## config.mk

```make
export PLATFORM = sky130hd
export DESIGN_NAME = config_sequencer_flat
export DESIGN_NICKNAME = d
export VERILOG_FILES = /design/src/rtl/config_sequencer_if.sv /design/src/rtl/config_sequencer.sv /design/src/flat_wrapper.sv
export SDC_FILE = /design/constraint.sdc
export NUM_CORES = 1
export LEC_CHECK = 0
export CAP_MARGIN = 5
export CORE_ASPECT_RATIO = 1.4
export CORE_MARGIN = 8
export CORE_UTILIZATION = 44
export DETAILED_ROUTE_END_ITERATION = 8
export GPL_TIMING_DRIVEN = 0
export PLACE_DENSITY = 0.7
export SLEW_MARGIN = 20
export SYNTH_ARGS = -nofsm -noshare
export SYNTH_HDL_FRONTEND = slang
export SYNTH_SLANG_ARGS = --single-unit
```

## constraint.sdc

```tcl
create_clock -name clk -period 10.6 [get_ports clk]
set_clock_uncertainty 0.2 [all_clocks]
set_input_delay 2.12 -clock clk [delete_from_list [all_inputs] [get_ports clk]]
set_output_delay 2.12 -clock clk [all_outputs]
set_load 0.02 [all_outputs]
```

## src/rtl/config_sequencer_if.sv

```systemverilog
// config_sequencer_if: host-to-sequencer word handshake (valid/ready plus tile/addr/data/last/parity).
interface config_sequencer_if;
    logic        in_valid;
    logic        in_ready;
    logic [15:0] in_tile_id;
    logic [31:0] in_addr;
    logic [31:0] in_data;
    logic        in_last;
    logic        in_parity;
    modport master (
        output in_valid, in_tile_id, in_addr, in_data, in_last, in_parity,
        input  in_ready
    );
    modport slave (
        input  in_valid, in_tile_id, in_addr, in_data, in_last, in_parity,
        output in_ready
    );
endinterface

```

## src/rtl/config_sequencer.sv

```systemverilog
// config_sequencer: buffers host config words in a 4-entry FIFO and issues them to tiles one per cycle.
// Optional CFG_SEQ_PARITY_EN: drop and flag words failing even parity over {tile,addr,data,parity}.
module config_sequencer (
    input  logic                clk,
    input  logic                reset,
    input  logic                start,
    config_sequencer_if.slave   host,
    output logic                cfg_en,
    output logic [15:0]         tile_id,
    output logic [31:0]         config_addr,
    output logic [31:0]         config_data,
    output logic                busy,
    output logic                done,
    output logic [15:0]         word_count,
    output logic                err
);
    typedef enum logic [1:0] {IDLE, LOAD, FLUSH, DONE} state_t;
    state_t      state;
    logic [79:0] fifo_mem [4];
    logic [1:0]  wr_ptr, rd_ptr;
    logic [2:0]  count;
    logic        accept, push, pop, bad;
`ifdef CFG_SEQ_PARITY_EN
    assign bad = ^{host.in_tile_id, host.in_addr, host.in_data, host.in_parity};
`else
    logic unused_parity;
    assign unused_parity = host.in_parity;
    assign bad = 1'b0;
`endif
    assign host.in_ready = state == LOAD && count != 3'd4;
    assign accept = host.in_valid && host.in_ready;
    assign push = accept && !bad;
    assign pop = (state == LOAD || state == FLUSH) && count != 3'd0;
    assign busy = state == LOAD || state == FLUSH;
    always_ff @(posedge clk)
        if (push) fifo_mem[wr_ptr] <= {host.in_tile_id, host.in_addr, host.in_data};
    always_ff @(posedge clk or negedge reset) begin
        if (!reset) begin
            state       <= IDLE;
            wr_ptr      <= 2'd0;
            rd_ptr      <= 2'd0;
            count       <= 3'd0;
            cfg_en      <= 1'b0;
            done        <= 1'b0;
            err         <= 1'b0;
            word_count  <= 16'd0;
            tile_id     <= 16'd0;
            config_addr <= 32'd0;
            config_data <= 32'd0;
        end else begin
            cfg_en <= pop;
            done   <= 1'b0;
            count  <= count + {2'd0, push} - {2'd0, pop};
            if (push) wr_ptr <= wr_ptr + 2'd1;
            if (pop) begin
                {tile_id, config_addr, config_data} <= fifo_mem[rd_ptr];
                rd_ptr     <= rd_ptr + 2'd1;
                word_count <= word_count == 16'hFFFF ? word_count : word_count + 16'd1;
            end
            if (accept && bad) err <= 1'b1;
            case (state)
                IDLE: if (start) begin
                    state      <= LOAD;
                    word_count <= 16'd0;
                    err        <= 1'b0;
                end
                LOAD: if (accept && host.in_last) state <= FLUSH;
                FLUSH: if (count == 3'd0) begin
                    state <= DONE;
                    done  <= 1'b1;
                end
                default: state <= IDLE;
            endcase
        end
    end
endmodule
```

## src/flat_wrapper.sv

```systemverilog
// flat-port wrapper written by rule: the top's interface ports become plain ports
module config_sequencer_flat 
  (clk, reset, start, cfg_en, tile_id, config_addr, config_data, busy, done, word_count, err, host_in_valid, host_in_tile_id, host_in_addr, host_in_data, host_in_last, host_in_parity, host_in_ready);
  config_sequencer_if host_i ();
  input  logic clk;
  input  logic reset;
  input  logic start;
  output logic cfg_en;
  output logic [15:0] tile_id;
  output logic [31:0] config_addr;
  output logic [31:0] config_data;
  output logic busy;
  output logic done;
  output logic [15:0] word_count;
  output logic err;
  input wire logic [$bits(host_i.in_valid)-1:0] host_in_valid;
  input wire logic [$bits(host_i.in_tile_id)-1:0] host_in_tile_id;
  input wire logic [$bits(host_i.in_addr)-1:0] host_in_addr;
  input wire logic [$bits(host_i.in_data)-1:0] host_in_data;
  input wire logic [$bits(host_i.in_last)-1:0] host_in_last;
  input wire logic [$bits(host_i.in_parity)-1:0] host_in_parity;
  output wire logic [$bits(host_i.in_ready)-1:0] host_in_ready;
  assign host_i.in_valid = host_in_valid;
  assign host_i.in_tile_id = host_in_tile_id;
  assign host_i.in_addr = host_in_addr;
  assign host_i.in_data = host_in_data;
  assign host_i.in_last = host_in_last;
  assign host_i.in_parity = host_in_parity;
  assign host_in_ready = host_i.in_ready;
  config_sequencer u_core (.clk(clk), .reset(reset), .start(start), .host(host_i), .cfg_en(cfg_en), .tile_id(tile_id), .config_addr(config_addr), .config_data(config_data), .busy(busy), .done(done), .word_count(word_count), .err(err));
endmodule
```

# Yosys cells after proc, flatten, opt, wreduce, memory -nomap -nowiden
# Memory sizes are Yosys's and may differ from the RTL's. A register that Yosys moved wholly into a read port is not among the register bits.
# Index checks and enable logic that the tools add are counted.
# W data, S select, Z words.
# totals
register_bits,27
latch_bits,0
mem_bits_rw,320
mem_bits_ro,0
in_bits,86
out_inout_bits,101
word_cells,42
n_memories,1
# mem_list
memory,depth,width,read_ports,rd_ports_with_merged_regs,wr,line_no,source
u_core.fifo_mem,4,80,1,1,1,config_sequencer.sv:19,logic [79:0] fifo_mem [4];
# op_classes
addsub,5
n_mul,0
div_mod_pow,0
order_cmp,0
eq_ne,7
shift,0
n_mux,12
n_bitwise,0
n_reduce_logical,10
# op_table
operator,count
$mux W16,4
$add A16 B1 Y16 const B,1
$eq A16 B16 Y1 const B,1
$mux W2,3
$ne A2 B2 Y1 const B,3
$pmux W2 S3,1
$add A2 B1 Y2 const B,2
$logic_and A1 B1 Y1,4
$mux W1,4
$add A3 B1 Y3,1
$logic_not A3 Y1,1
$ne A3 B3 Y1 const B,1
$reduce_and A3 Y1,1
$reduce_bool A3 Y1,1
$sub A3 B1 Y3,1
$eq A2 B1 Y1 const B,1
$eq A2 B2 Y1 const B,1
$logic_not A2 Y1,1
$logic_not A1 Y1,1
$logic_or A1 B1 Y1,1

# Longest topological paths before layout
# Gate-level depths: netlist (run 1).
# logic_depth
depth_word,6
mapped_depth,11
ltp_nobuf,10

# Least setup slack after synthesis (run 1)
# No wires, ideal clock.
# synth_timing
kind,input port to flip-flop
from,in host_in_valid
to,mem u_core.fifo_mem[0][0] (enable)
setup_ps,447
arrival_time_ps,4371
t_required_ps,9953
path_slack_ps,5582
stages,3
n_path_buf,1
path_cell_list,and3_1 -> clkbuf_1 -> and2_1
# synth_between
elab_chain_len,3
# synth_lines
element,line_no,source
start: declaration,flat_wrapper.sv:16,input wire logic [$bits(host_i.in_valid)-1:0] host_in_valid;
$logic_and A1 B1 Y1,config_sequencer.sv:31,assign accept = host.in_valid && host.in_ready;
via u_core.accept,config_sequencer.sv:22,"logic accept, push, pop, bad;"
$mux W1,config_sequencer.sv:36,"if (push) fifo_mem[wr_ptr] <= {host.in_tile_id, host.in_addr, host.in_data};"
$mux W1 (not written as such),config_sequencer.sv:36,
end: declaration,config_sequencer.sv:19,
# The timed path passes the listed nets, and every way through them passes these cells.

# Final worst setup path (run 1)
# layout_timing
from,reg u_core.count[1]
to,out host_in_ready
# layout_between
elab_chain_len,2
# layout_lines
element,line_no,source
start: declaration,config_sequencer.sv:21,logic [2:0] count;
start signal: assignment,config_sequencer.sv:53,"count <= count + {2'd0, push} - {2'd0, pop};"
$ne A3 B3 Y1,config_sequencer.sv:30,assign host.in_ready = state == LOAD && count != 3'd4;
$logic_and A1 B1 Y1,config_sequencer.sv:30,
end: declaration,flat_wrapper.sv:22,output wire logic [$bits(host_i.in_ready)-1:0] host_in_ready;
# No other way between the ends.

==> flow_summary.yaml, run 1 <==
outcome:
  status: "complete, no violations"
global_route:
  grt_pass1_wl_microns: 52500
  grt_max_degree: 71
  grtUsageTotal_pct: 15.9
  antenna_found_initial: 7
  grt_pass1_vias: 9235
  grt.overflow.total: 0
yosys:
  synth-edff-count: 320
  syn_area_per_cell_sq_um: 17.5
  synth_flop_cell: "edfxtp_1"
  ys_ff_latch: 427
  yosysWarnings: 0
  synth_nets: 1016
  syn_area_sq_um: 16100
  postSynthCellCount: 919
  synth_top_area_share_pct: 59.8
  synth_cell_type_count: 47
  yosysSeqAreaShare_pct: 76.5
  yosys-top-cells-area: "edfxtp_1 (60%), dfrtp_1 (17%), mux4_2 (11%), nand2_1 (5.8%), ha_1 (0.78%)"
  netlist.top_cell.by_area: "edfxtp_1"
  ys_async_sr_fraction_pct: 25.1
die:
  die_h_microns: 242
  die_area_sq_um: 43000
  rows: 83
  initial_core_util_pct: 44.2
  coreArea_sq_um: 36300
  die_w_microns: 177
  num_io_pins: 187
job:
  cap_violations: 0
timing:
  fin_tns_setup_ps: 0
  worst_slew_pin_slew_ps: 899
  max_freq_mhz: 224
  finalCritPeriodShare_pct: 42.1
  worst_slack_ps: 6140
  fin_crit_ps: 4460
  slew_headroom_pct: 40.0
  hold_viol: 0
  setup_viol: 0
  rsz0062_at_grt: "false"
  drv_slew: 0
cts:
  cts_root_buf: "clkbuf_16"
  tritoncts: "done"
  cts_sinks: 427
  cts_buffers: 41
  cts_resized: 0
  clockBufferDepth: 3
  postCtsSetupBuffers: 0
  htreeDepth: 2
  clk_latency_ps: 520
  path_clk_slew_ps: 60
  postCtsHoldBufs: 0
cells_and_area:
  fin_cells: 1656
  fillers: 2898
  seqCellArea_sq_um: 12300
  nets: 1249
  drive_above_1_share_pct: 15.0
  area_delta_synth_final_pct: 24.8
  multi_input_area_sq_um: 3550
routing:
  avgRoutedWirePerCell_microns: 20.8
  drtPass1Iterations: 5
  final_antenna_net_count: 0
  via_count: 8642
  totalWireLength_microns: 34400
  drc: 0
  drt_iter0_markers: 567
  vias_per_cell: 5.22
place:
  gp_congestion: 0.916
  dpl.cell_count: 1576
  hpwl_microns: 21900
  dp_worst_setup_slack_ps: 5930
  portBuffers: 184
worst_setup_path:
  cp_max_fo: 4
  required_ps: 8280
  cp.arrival_ps: 2140
  critPathKind: "reg2out"
  cp-start-kind: "flop"
  cp-end-kind: "output port"
hold_path:
  hold_path.class: "reg2reg"
pwr:
  peakVddDrop_uv: 193
  p_per_area_nw_per_um2: 288
  power_leakage_nw: 7.29
## critical path, stage by stage (launching register included)
cell             delay (ps)
dfrtp_1                 410
or3b_2                  500
and2_1                  170
clkdlybuf4s50_1         540
## synthesized netlist by cell type (all sizes together), types with 7 or more instances
cell,instances
mux4,80
edfxtp,320
and2,7
dfrtp,107
a21oi,10
nand2,249
buf,21
clkbuf,20
ha,10
o21ai,7
nand3,10
nand4,8
inv,10
## per-stage QoR
| stage | total power (W) | hold slack [ps] | utilization (%) | instance area [sq um] |
|---|---|---|---|---|
| 6_report | 0.00576 | 273 | 55.1 | 20000 |
| 4_1_cts | 0.00586 | 279 | 55.1 | 20000 |
| 3_3_place_gp | 0.00432 | 257 | 50.9 | 18500 |
| 2_1_floorplan | 0.00352 | 334 | - | 16100 |
| 5_1_grt | 0.00608 | 295 | 55.1 | 20000 |
| 3_5_place_dp | 0.00436 | 262 | 51.3 | 18700 |
## cells by family (layout without fill, tap and decap cells)
kind of cell	Yosys count	after routing	share of synthesized area (%)
flops	427	427	76.5
simple gates	304	304	8.03
mux	83	83	11.4
buf+inv	53	319	1.43
compound gates	35	35	1.41
fa+ha+maj	11	11	0.904
xor+xnor	5	5	0.273
other cells	1	5	0.0234
## routing by layer
| layer | track usage (%) | vias to the layer above | routed length (microns) |
|---|---|---|---|
| met1 | 18.2 | 4426 | 13200 |
| met5 | 0 | - | 32 |
| met2 | 28.7 | 224 | 18500 |
| met4 | 5.43 | 6 | 706 |
| met3 | 3.45 | 48 | 1930 |
| li1 | - | 3938 | - |
## layout make-up
type | count | share of cell area [%]
Buffer | 42 | 0.943
Multi-Input combinational cell | 439 | 17.7
Antenna cell | 4 | 0.0499
Clock buffer | 54 | 5.67
Inverter | 11 | 0.206
Tap cell | 467 | 2.91
Clock inverter | 22 | 1.22
Sequential cell | 427 | 61.3
Timing Repair Buffer | 190 | 9.98
## power breakdown
part | switching, W | internal, W | leakage, nW
Sequential | 0.000143 | 0.00210 | 4.22
Combinational | 0.00118 | 0.000857 | 2.40
Clock | 0.000602 | 0.000882 | 0.673
Total | 0.00192 | 0.00384 | 7.29
## path summary, 6_finish.rpt
path,startpoint,endpoint,slack [ps],depth (start not counted)
worst max-delay path,u_core.count[1],host_in_ready,6140,3
worst min-delay path,u_core.config_data[20],u_core.config_data[20],270,2
worst max register to register,u_core.state[0],u_core.count[2],7180,11
worst min register to register,u_core.config_data[20],u_core.config_data[20],270,2
max in group asynchronous,reset,u_core.config_addr[4],8150,2
min in group asynchronous,reset,u_core.tile_id[13],1310,1
## cell usage in the layout, fill, tap and decap left out, drive strengths merged, types with 7 or more instances in the layout
cell	n
o21ai	7
clkinv	13
clkbuf	74
nand3	10
nand4	8
a21oi	10
ha	10
dfrtp	107
buf	28
edfxtp	320
inv	12
mux4	80
clkdlybuf4s50	183
and2	7
nand2	249
## state kept, by name, indices dropped and copies added (netlist names)
name                flops
u_core.fifo_mem       320
u_core.config_addr     32
u_core.config_data     32
u_core.tile_id         16
u_core.word_count      16
u_core.count            3
u_core.rd_ptr           2
u_core.state            2
u_core.wr_ptr           2
u_core.cfg_en           1
u_core.done             1
Note: power is estimated with default switching activity, not from simulation.
==> run 2, diff against run 1 <==
==> constraint.sdc (replaced) <==
create_clock -name clk -period 4.4 [get_ports clk]
set_clock_uncertainty 0.2 [all_clocks]
set_input_delay 0.88 -clock clk [delete_from_list [all_inputs] [get_ports clk]]
set_output_delay 0.88 -clock clk [all_outputs]
set_load 0.02 [all_outputs]
==> results of run 2 <==
The final DEF is identical to that of run 1. Status: complete, no violations.
Main changes from that run: setup slack after placement 5930 ps -> 958 ps; setup slack after layout 6140 ps -> 982 ps; hold slack 273 ps -> 65.8 ps; start point of the critical path u_core.count[1] -> u_core.state[0]; end point of the critical path host_in_ready -> u_core.count[2]; register-to-register setup slack 7180 ps -> 980 ps; total power 0.00576 W -> 0.0139 W; worst IR drop on VDD 193 uV -> 464 uV
